<file path="config.mk">
export PLATFORM = sky130hd
export DESIGN_NAME = tx_link_ctrl_flat
export DESIGN_NICKNAME = d
export VERILOG_FILES = /design/src/rtl/tx_link_ctrl_if.sv /design/src/rtl/tx_link_ctrl.sv /design/src/flat_wrapper.sv
export SDC_FILE = /design/constraint.sdc
export NUM_CORES = 1
export LEC_CHECK = 0
export ABC_AREA = 1
export CORE_UTILIZATION = 44
export DETAILED_ROUTE_END_ITERATION = 8
export PLACE_DENSITY_LB_ADDON = 0.12
export SYNTH_ARGS = -nofsm -noshare
export SYNTH_HDL_FRONTEND = slang
export SYNTH_SLANG_ARGS = --single-unit
</file>
<file path="constraint.sdc">
create_clock -name TXCLK -period 3.6 [get_ports TXCLK]
set_input_delay 0.72 -clock TXCLK [delete_from_list [all_inputs] [get_ports TXCLK]]
set_output_delay 0.72 -clock TXCLK [all_outputs]
set_load 0.005 [all_outputs]
</file>
<file path="src/rtl/tx_link_ctrl_if.sv">
// User symbol stream into the transmit link sequencer: 8-bit symbol plus K flag,
// moved by a valid/ready handshake.
interface tx_link_ctrl_if;
    logic [7:0] S_DATA;
    logic       S_K;
    logic       S_VALID;
    logic       S_READY;

    modport master (output S_DATA, output S_K, output S_VALID, input S_READY);
    modport slave  (input S_DATA, input S_K, input S_VALID, output S_READY);
endinterface

</file>
<file path="src/rtl/tx_link_ctrl.sv">
// Transmit link sequencer: idle exit, receiver detect, comma training, then user data,
// with loopback and compliance modes. Optional skip insertion under SKP_INSERT_EN.
module tx_link_ctrl #(
    parameter int         DET_PULSE   = 4,
    parameter int         DET_TIMEOUT = 16,
    parameter int         TS_COUNT    = 16,
    parameter logic [7:0] COMMA       = 8'hBC,
    parameter logic [7:0] IDLE_SYM    = 8'h7C
`ifdef SKP_INSERT_EN
    ,
    parameter logic [7:0] SKP_SYM      = 8'h1C,
    parameter int         SKP_INTERVAL = 64
`endif
) (
    input  logic                 TXCLK,
    input  logic                 RESET_N,
    input  logic                 ENABLE,
    input  logic                 COMP_REQ,
    input  logic                 LOOPB_REQ,
    input  logic                 RXDET_O,
    tx_link_ctrl_if.slave        s_if,
    output logic [7:0]           TXDATA,
    output logic                 TXDATAK,
    output logic                 TXCOMP,
    output logic                 TXIDLE,
    output logic                 RXDET,
    output logic                 RXLOOPB,
    output logic                 LINK_UP,
    output logic                 DET_FAIL,
    output logic [2:0]           STATE
);

    typedef enum logic [2:0] {
        ST_OFF        = 3'd0,
        ST_DETECT     = 3'd1,
        ST_DET_WAIT   = 3'd2,
        ST_TRAIN      = 3'd3,
        ST_ACTIVE     = 3'd4,
        ST_LOOPBACK   = 3'd5,
        ST_COMPLIANCE = 3'd6,
        ST_FAIL       = 3'd7
    } state_t;

    localparam logic [15:0] DET_LAST   = 16'(DET_PULSE - 1);
    localparam logic [15:0] WAIT_LAST  = 16'(DET_TIMEOUT - 1);
    localparam logic [15:0] TRAIN_LAST = 16'(TS_COUNT - 1);
    localparam logic [7:0]  COMP_ALT   = 8'hB5;

    state_t      state_reg, state_next;
    logic [15:0] cnt_reg, cnt_next;
    logic        comp_phase_reg, comp_phase_next;

    logic [7:0]  txdata_reg, txdata_next;
    logic        txdatak_reg, txdatak_next;
    logic        txcomp_reg, txcomp_next;
    logic        txidle_reg, txidle_next;
    logic        rxdet_reg, rxdet_next;
    logic        rxloopb_reg, rxloopb_next;
    logic        link_up_reg, link_up_next;
    logic        det_fail_reg, det_fail_next;

    logic        skip_now;
    logic        s_ready;
    logic        accept;

`ifdef SKP_INSERT_EN
    localparam logic [15:0] SKP_LAST = 16'(SKP_INTERVAL - 1);
    logic [15:0] skp_cnt_reg, skp_cnt_next;

    // Runs only while ACTIVE, freezes across LOOPBACK, restarts from any other state.
    always_comb begin
        skp_cnt_next = 16'd0;
        if (state_reg == ST_ACTIVE)
            skp_cnt_next = (skp_cnt_reg == SKP_LAST) ? 16'd0 : skp_cnt_reg + 16'd1;
        else if (state_reg == ST_LOOPBACK)
            skp_cnt_next = skp_cnt_reg;
    end

    always_ff @(posedge TXCLK or negedge RESET_N) begin
        if (!RESET_N) skp_cnt_reg <= 16'd0;
        else          skp_cnt_reg <= skp_cnt_next;
    end

    assign skip_now = (state_reg == ST_ACTIVE) && (skp_cnt_reg == SKP_LAST);
`else
    assign skip_now = 1'b0;
`endif

    assign s_ready     = (state_reg == ST_ACTIVE) && !skip_now;
    assign accept      = s_ready && s_if.S_VALID;
    assign s_if.S_READY = s_ready;

    always_comb begin
        state_next = state_reg;
        case (state_reg)
            ST_OFF:      if (ENABLE) state_next = ST_DETECT;
            ST_DETECT:   if (cnt_reg == DET_LAST) state_next = ST_DET_WAIT;
            ST_DET_WAIT: begin
                // Detection wins even on the timeout cycle.
                if (RXDET_O)
                    state_next = ST_TRAIN;
                else if (cnt_reg == WAIT_LAST)
                    state_next = COMP_REQ ? ST_COMPLIANCE : ST_FAIL;
            end
            ST_TRAIN:    if (cnt_reg == TRAIN_LAST) state_next = ST_ACTIVE;
            ST_ACTIVE:   if (LOOPB_REQ) state_next = ST_LOOPBACK;
            ST_LOOPBACK: if (!LOOPB_REQ) state_next = ST_ACTIVE;
            default:     state_next = state_reg;
        endcase
        if (!ENABLE)
            state_next = ST_OFF;

        if (state_next != state_reg)
            cnt_next = 16'd0;
        else
            cnt_next = (cnt_reg == 16'hFFFF) ? cnt_reg : cnt_reg + 16'd1;

        comp_phase_next = (state_reg == ST_COMPLIANCE && state_next == ST_COMPLIANCE)
                          ? ~comp_phase_reg : 1'b0;
    end

    // Outputs are a registered function of the current state, so they trail STATE by one edge.
    always_comb begin
        txdata_next   = 8'h00;
        txdatak_next  = 1'b0;
        txcomp_next   = 1'b0;
        txidle_next   = 1'b1;
        rxdet_next    = 1'b0;
        rxloopb_next  = 1'b0;
        link_up_next  = 1'b0;
        det_fail_next = 1'b0;
        case (state_reg)
            ST_DETECT: rxdet_next = 1'b1;
            ST_TRAIN: begin
                txidle_next  = 1'b0;
                txdata_next  = COMMA;
                txdatak_next = 1'b1;
            end
            ST_ACTIVE: begin
                txidle_next  = 1'b0;
                link_up_next = 1'b1;
                if (skip_now) begin
`ifdef SKP_INSERT_EN
                    txdata_next  = SKP_SYM;
`else
                    txdata_next  = IDLE_SYM;
`endif
                    txdatak_next = 1'b1;
                end else if (accept) begin
                    txdata_next  = s_if.S_DATA;
                    txdatak_next = s_if.S_K;
                end else begin
                    txdata_next  = IDLE_SYM;
                    txdatak_next = 1'b1;
                end
            end
            ST_LOOPBACK: begin
                txidle_next  = 1'b0;
                link_up_next = 1'b1;
                rxloopb_next = 1'b1;
                txdata_next  = IDLE_SYM;
                txdatak_next = 1'b1;
            end
            ST_COMPLIANCE: begin
                txidle_next  = 1'b0;
                txcomp_next  = 1'b1;
                txdata_next  = comp_phase_reg ? COMP_ALT : COMMA;
                txdatak_next = ~comp_phase_reg;
            end
            ST_FAIL: det_fail_next = 1'b1;
            default: ;
        endcase
    end

    always_ff @(posedge TXCLK or negedge RESET_N) begin
        if (!RESET_N) begin
            state_reg      <= ST_OFF;
            cnt_reg        <= 16'd0;
            comp_phase_reg <= 1'b0;
            txdata_reg     <= 8'h00;
            txdatak_reg    <= 1'b0;
            txcomp_reg     <= 1'b0;
            txidle_reg     <= 1'b1;
            rxdet_reg      <= 1'b0;
            rxloopb_reg    <= 1'b0;
            link_up_reg    <= 1'b0;
            det_fail_reg   <= 1'b0;
        end else begin
            state_reg      <= state_next;
            cnt_reg        <= cnt_next;
            comp_phase_reg <= comp_phase_next;
            txdata_reg     <= txdata_next;
            txdatak_reg    <= txdatak_next;
            txcomp_reg     <= txcomp_next;
            txidle_reg     <= txidle_next;
            rxdet_reg      <= rxdet_next;
            rxloopb_reg    <= rxloopb_next;
            link_up_reg    <= link_up_next;
            det_fail_reg   <= det_fail_next;
        end
    end

    assign TXDATA   = txdata_reg;
    assign TXDATAK  = txdatak_reg;
    assign TXCOMP   = txcomp_reg;
    assign TXIDLE   = txidle_reg;
    assign RXDET    = rxdet_reg;
    assign RXLOOPB  = rxloopb_reg;
    assign LINK_UP  = link_up_reg;
    assign DET_FAIL = det_fail_reg;
    assign STATE    = state_reg;

endmodule

</file>
<file path="src/flat_wrapper.sv">
// flat-port wrapper written by rule: the top's interface ports become plain ports
module tx_link_ctrl_flat 
#(
    parameter int         DET_PULSE   = 4,
    parameter int         DET_TIMEOUT = 16,
    parameter int         TS_COUNT    = 16,
    parameter logic [7:0] COMMA       = 8'hBC,
    parameter logic [7:0] IDLE_SYM    = 8'h7C

)
  (TXCLK, RESET_N, ENABLE, COMP_REQ, LOOPB_REQ, RXDET_O, TXDATA, TXDATAK, TXCOMP, TXIDLE, RXDET, RXLOOPB, LINK_UP, DET_FAIL, STATE, s_if_S_DATA, s_if_S_K, s_if_S_VALID, s_if_S_READY);
  tx_link_ctrl_if s_if_i ();
  input  logic TXCLK;
  input  logic RESET_N;
  input  logic ENABLE;
  input  logic COMP_REQ;
  input  logic LOOPB_REQ;
  input  logic RXDET_O;
  output logic [7:0] TXDATA;
  output logic TXDATAK;
  output logic TXCOMP;
  output logic TXIDLE;
  output logic RXDET;
  output logic RXLOOPB;
  output logic LINK_UP;
  output logic DET_FAIL;
  output logic [2:0] STATE;
  input wire logic [$bits(s_if_i.S_DATA)-1:0] s_if_S_DATA;
  input wire logic [$bits(s_if_i.S_K)-1:0] s_if_S_K;
  input wire logic [$bits(s_if_i.S_VALID)-1:0] s_if_S_VALID;
  output wire logic [$bits(s_if_i.S_READY)-1:0] s_if_S_READY;
  assign s_if_i.S_DATA = s_if_S_DATA;
  assign s_if_i.S_K = s_if_S_K;
  assign s_if_i.S_VALID = s_if_S_VALID;
  assign s_if_S_READY = s_if_i.S_READY;
  tx_link_ctrl #(.DET_PULSE(DET_PULSE), .DET_TIMEOUT(DET_TIMEOUT), .TS_COUNT(TS_COUNT), .COMMA(COMMA), .IDLE_SYM(IDLE_SYM)) u_core (.TXCLK(TXCLK), .RESET_N(RESET_N), .ENABLE(ENABLE), .COMP_REQ(COMP_REQ), .LOOPB_REQ(LOOPB_REQ), .RXDET_O(RXDET_O), .s_if(s_if_i), .TXDATA(TXDATA), .TXDATAK(TXDATAK), .TXCOMP(TXCOMP), .TXIDLE(TXIDLE), .RXDET(RXDET), .RXLOOPB(RXLOOPB), .LINK_UP(LINK_UP), .DET_FAIL(DET_FAIL), .STATE(STATE));
endmodule
</file>
== After elaboration in Yosys (flattened, before gate mapping) ==
Index checks and enable logic that the tools add are counted.

* Memories kept: 0
* Register bits after elaboration: 35
* Bits in writable memories: 0
* Latch bits: 0
* Bits in read-only memories: 0
* Logic and storage cells: 55
* Input port bits: 16

* Eq/ne operators: 13
* Add/subtract/negate cells: 1
* Multipliers: 0
* Magnitude comparators: 0
* Bitwise operators: 1
* Multiplexer cells: 23
* Div/mod/pow operators: 0
* Reductions and logical operators: 6
* Shifts and indexed selects: 0

{| class="wikitable"
|+ Operator list
! kind !! number
|-
| $mux W16 || 2
|-
| $pmux W8 S4 || 1
|-
| $mux W3 || 7
|-
| $pmux W3 S6 || 1
|-
| $add A16 B1 Y16 const B || 1
|-
| $eq A16 B16 Y1 const B || 1
|-
| $eq A16 B2 Y1 const B || 1
|-
| $eq A16 B4 Y1 const B || 1
|-
| $eq A3 B3 Y1 const B || 5
|-
| $mux W1 || 9
|-
| $mux W8 || 1
|-
| $eq A3 B2 Y1 const B || 2
|-
| $mux W4 || 1
|-
| $reduce_or A2 Y1 || 2
|-
| $reduce_or A4 Y1 || 1
|-
| $eq A3 B1 Y1 const B || 1
|-
| $logic_not A3 Y1 || 1
|-
| $ne A3 B3 Y1 || 1
|-
| $pmux W1 S3 || 1
|-
| $logic_and A1 B1 Y1 || 2
|-
| $ne A2 B1 Y1 const B || 1
|-
| $not A1 Y1 || 1
|}

== Longest topological paths before layout ==
* Depth in word-level cells: 8
* Mapped depth: 14
* Gate-level depth less buffers: 13

== Worst setup path after synthesis ==
OpenSTA, ideal clock, no wires.

* Kind: reg2out
* Start point: register u_core.state_reg[1], in the netlist u_core.STATE[1]
* End point: output port s_if_S_READY
* Cell stages (with the launch flop): 3
* Data arrival time: 1037 ps
* Required time: 2880 ps
* Setup slack: 1843 ps
* Buffers on the path: 1
* Cell sequence: dfrtp_1 -> clkbuf_2 -> nor3_1

* Longest elaborated chain between the ends: 1

{| class="wikitable"
|+ RTL lines
! element !! line !! source
|-
| start, declared || tx_link_ctrl.sv:49 || <nowiki>state_t state_reg, state_next;</nowiki>
|-
| start signal, assigned || tx_link_ctrl.sv:189 || <nowiki>state_reg <= state_next;</nowiki>
|-
| $eq A3 B3 Y1 || tx_link_ctrl.sv:89 || <nowiki>assign s_ready = (state_reg == ST_ACTIVE) && !skip_now;</nowiki>
|-
| end, declared || flat_wrapper.sv:31 || <nowiki>output wire logic [$bits(s_if_i.S_READY)-1:0] s_if_S_READY;</nowiki>
|}

No other way between the ends.

== Final worst setup path ==
* Start point: register u_core.state_reg[2], in the netlist u_core.STATE[2]
* End point: output port s_if_S_READY

The elaborated chain is that of the path after synthesis.

==> results by group <==
Run status
  – Status: finished clean

Yosys
  – Mapped Area: 1810 um^2
  – Cell count after synthesis: 215
  – Post-synth ARST share: 100%
  – Sequential share of the synthesized area: 48.4%
  – Ys Warns: 0
  – Post-synth cell types: 36
  – Avg Cell Area, Syn: 8.43 um^2
  – Number of synthesized flops with an enable pin: 0
  – Register bit total from synthesis: 35
  – Ys flop type: dfrtp_1
  – Net Count, Synth: around 230

Cells and area
  – Largest register FFs: 16
  – Layout cells sized above 1: around 13%
  – Cell Count, Final, Fillers Out: a little over 300
  – Synthesis-to-finish area growth: 27.8%
  – Number of fillers in the final layout: between 300 and 400
  – Nets: 272
  – Ant. Diodes: 0

Global route
  – First-pass GRT wire length: 6.42 mm
  – Vias in the first global route: 1422
  – Largest net degree at the start of global routing: 36
  – M3 GR Usage: under 10%
  – GRT Resource Usage Total: 20.3%
  – GR Util met1: ~25%
  – Antenna violations before repair: 0
  – Total gr overflow: 0
  – GRT Max-Usage Layer: met2
  – GRT met2 Usage: 31.3%

Floorplan
  – Die X: 66.2 um
  – Core Area: 3800 um^2
  – Io pins: 35
  – Std-Cell Rows: 22
  – Starting Density: 47.7%
  – Total die area: between 4000 and 5000 um^2
  – Die span in y: 66.2 um

Routing
  – DRT Pass-1 Iters: 4
  – Post-route ant nets: 0
  – First DRT Iteration DRCs: 119
  – Drc violations: 0
  – Post-Route WL: 3.87 mm
  – Post-DR wirelength/cell: 12.7 um
  – Via density: 5.08
  – Vias: about 1500

Timing
  – Relative max-transition margin: 70.4%
  – Hold Violations, Final: 0
  – Setup TNS: 0 ps
  – Endpoints failing setup: 0
  – Final setup margin: between 1000 and 1500 ps
  – Post-layout min period: 2450 ps
  – Max-slew violation count: 0
  – Clock skew: 3.44 ps
  – Measured slew at the worst slew-check pin: 444 ps
  – Max Fclk: 408 MHz
  – RSZ-0062 raised after global routing: no
  – Final Cycle Share: 68.2%

Worst setup path
  – Critical R2R Launch: u_core.cnt_reg[0]$_DFFE_PN0P_
  – Critical Path Start Type: flop
  – Data required, critical path: 2880 ps
  – Critical path peak fanout: 9
  – Critical path type: flop to output pin
  – Worst setup EP type: output pin
  – Arrival time worst endpoint: around 1700 ps
  – Worst setup startpoint: u_core.STATE[2]$_DFF_PN0_

Run
  – Max cap viols: 0

Power and ir drop
  – Pleak: 1.05 nW
  – Peak VDD IR: ~240 uV
  – Pwr/cell area: 417 nW/um^2

Clock network
  – Largest buffer count on any clock path: 2
  – Clock sink total: 35
  – CTS root buf: clkbuf_8
  – CTS tree: built
  – Post-CTS Hold Fix Bufs: 0
  – H-tree Lvls: 2
  – Post-CTS sizing: 0
  – Postcts setup bufs: 0
  – CTS buffer count: 5
  – Worst skew pair latency: 290 ps
  – CTS clk-pin slew, worst paths: 80 ps

Place
  – Dpl cells: around 300
  – Detailed Place HPWL: between 2 and 3 mm
  – PortBufs: 34
  – Worst slack, placed: 1280 ps
  – Routability congestion estimate from global placement: 0.840

Min path
  – HP Class: flop to flop
  – Hold Path Origin: u_core.comp_phase_reg$_DFF_PN0_
-- cells in the final DEF, fill, tap and decap left out --
master	netlist	layout
dfstp_2	1	1
nand2_4	1	1
a21o_1	1	1
o31ai_1	1	1
xor2_1	6	6
nand3b_1	1	1
nor2_1	28	28
clkbuf_8	0	5
dfrtp_1	34	34
nor2_2	13	13
clkdlybuf4s50_1	0	34
nor3_4	1	1
inv_1	25	25
a211oi_1	1	1
clkinv_2	0	1
xnor2_1	1	1
nand2_1	40	40
nand4_2	1	1
o21bai_1	1	1
bufinv_16	0	1
and3_1	1	1
nor3_2	1	1
a311o_1	1	1
buf_4	1	2
o21ai_0	13	13
nor4_1	3	3
nor3_1	3	3
ha_1	1	1
o41ai_1	1	1
a21boi_1	1	1
nand2_2	1	1
a32o_1	1	1
a21boi_0	1	1
nand4_1	4	4
nand3_1	18	18
clkinv_4	0	1
nor2_4	3	3
inv_2	1	1
o22ai_1	2	2
-- per-stage QoR --
stage                     cell area, um^2  total power (W)  hold WS (ps)  util (%)
after CTS                            2320         0.000980           512      61.0
after global routing                 2320          0.00102           530      61.0
after floorplan                      1810         0.000563           424         -
after global placement               2200         0.000615           493      58.0
after detailed placement             2200         0.000619           492      58.0
final                                2320         0.000967           509      61.0
-- report_power, final --
group          internal [W]  leakage (nW)  switching (W)
Sequential         0.000413         0.480      0.0000197
Combinational     0.0000688         0.516       0.000107
Clock              0.000206        0.0581       0.000151
Total              0.000688          1.05       0.000279
-- synthesized netlist by cell type, drive strengths merged, types with 2 or more instances --
cell type  instances  area [um^2]
a21boi             2         15.0
buf                2         18.8
dfrtp             34          851
inv               26         97.6
nand2             42          168
nand3             18         90.1
nand4              5         37.5
nor2              44          220
nor3               5         41.3
nor4               3         18.8
o21ai             13         65.1
o22ai              2         12.5
xor2               6         52.6
-- layer usage --
layer / wire length [um] / vias up / share of wire, %
met5: 0 / - / 0
met3: 251 / 11 / 6.5
met1: 1760 / 716 / 46
met4: 80 / 0 / 2.1
met2: 1780 / 39 / 46
li1: - / 779 / -
-- critical path: stages (launching register included) --
cell,delay [ps]
dfrtp_1,490
inv_1,120
nor3_1,150
buf_4,180
clkdlybuf4s50_1,510
-- path summary, 6_finish.rpt --
check / end / slack [ps] / cells past startpoint
max: s_if_S_READY / 1150 / 4
min in group asynchronous: u_core.cnt_reg[3]$_DFFE_PN0P_ / 840 / 2
max reg2reg: u_core.cnt_reg[4]$_DFFE_PN0P_ / 1690 / 13
max in group asynchronous: u_core.TXIDLE$_DFF_PN1_ / 2410 / 2
min reg2reg: u_core.TXDATA[0]$_DFF_PN0_ / 510 / 1
min: u_core.TXDATA[0]$_DFF_PN0_ / 510 / 1
-- logic make-up after synthesis --
kind of cell               synth area share [%]
buffers and inverters                      6.69
xor gates and xnor gates                   3.38
adders and majority gates                 0.690
AOI/OAI and AO/OA                          8.35
and+or+nand+nor                            32.5
DFF                                        48.4
-- final cells by class --
class	count	area, um^2	share of cell area [%]
timing repair buffer	36	355	15.3
tap	48	60.1	2.59
multi-input combinational	151	815	35.2
clock inverter	3	43.8	1.89
sequential	35	877	37.9
inverter	26	97.6	4.21
clock buffer	5	68.8	2.97
Note: power is estimated with default switching activity, not from simulation.
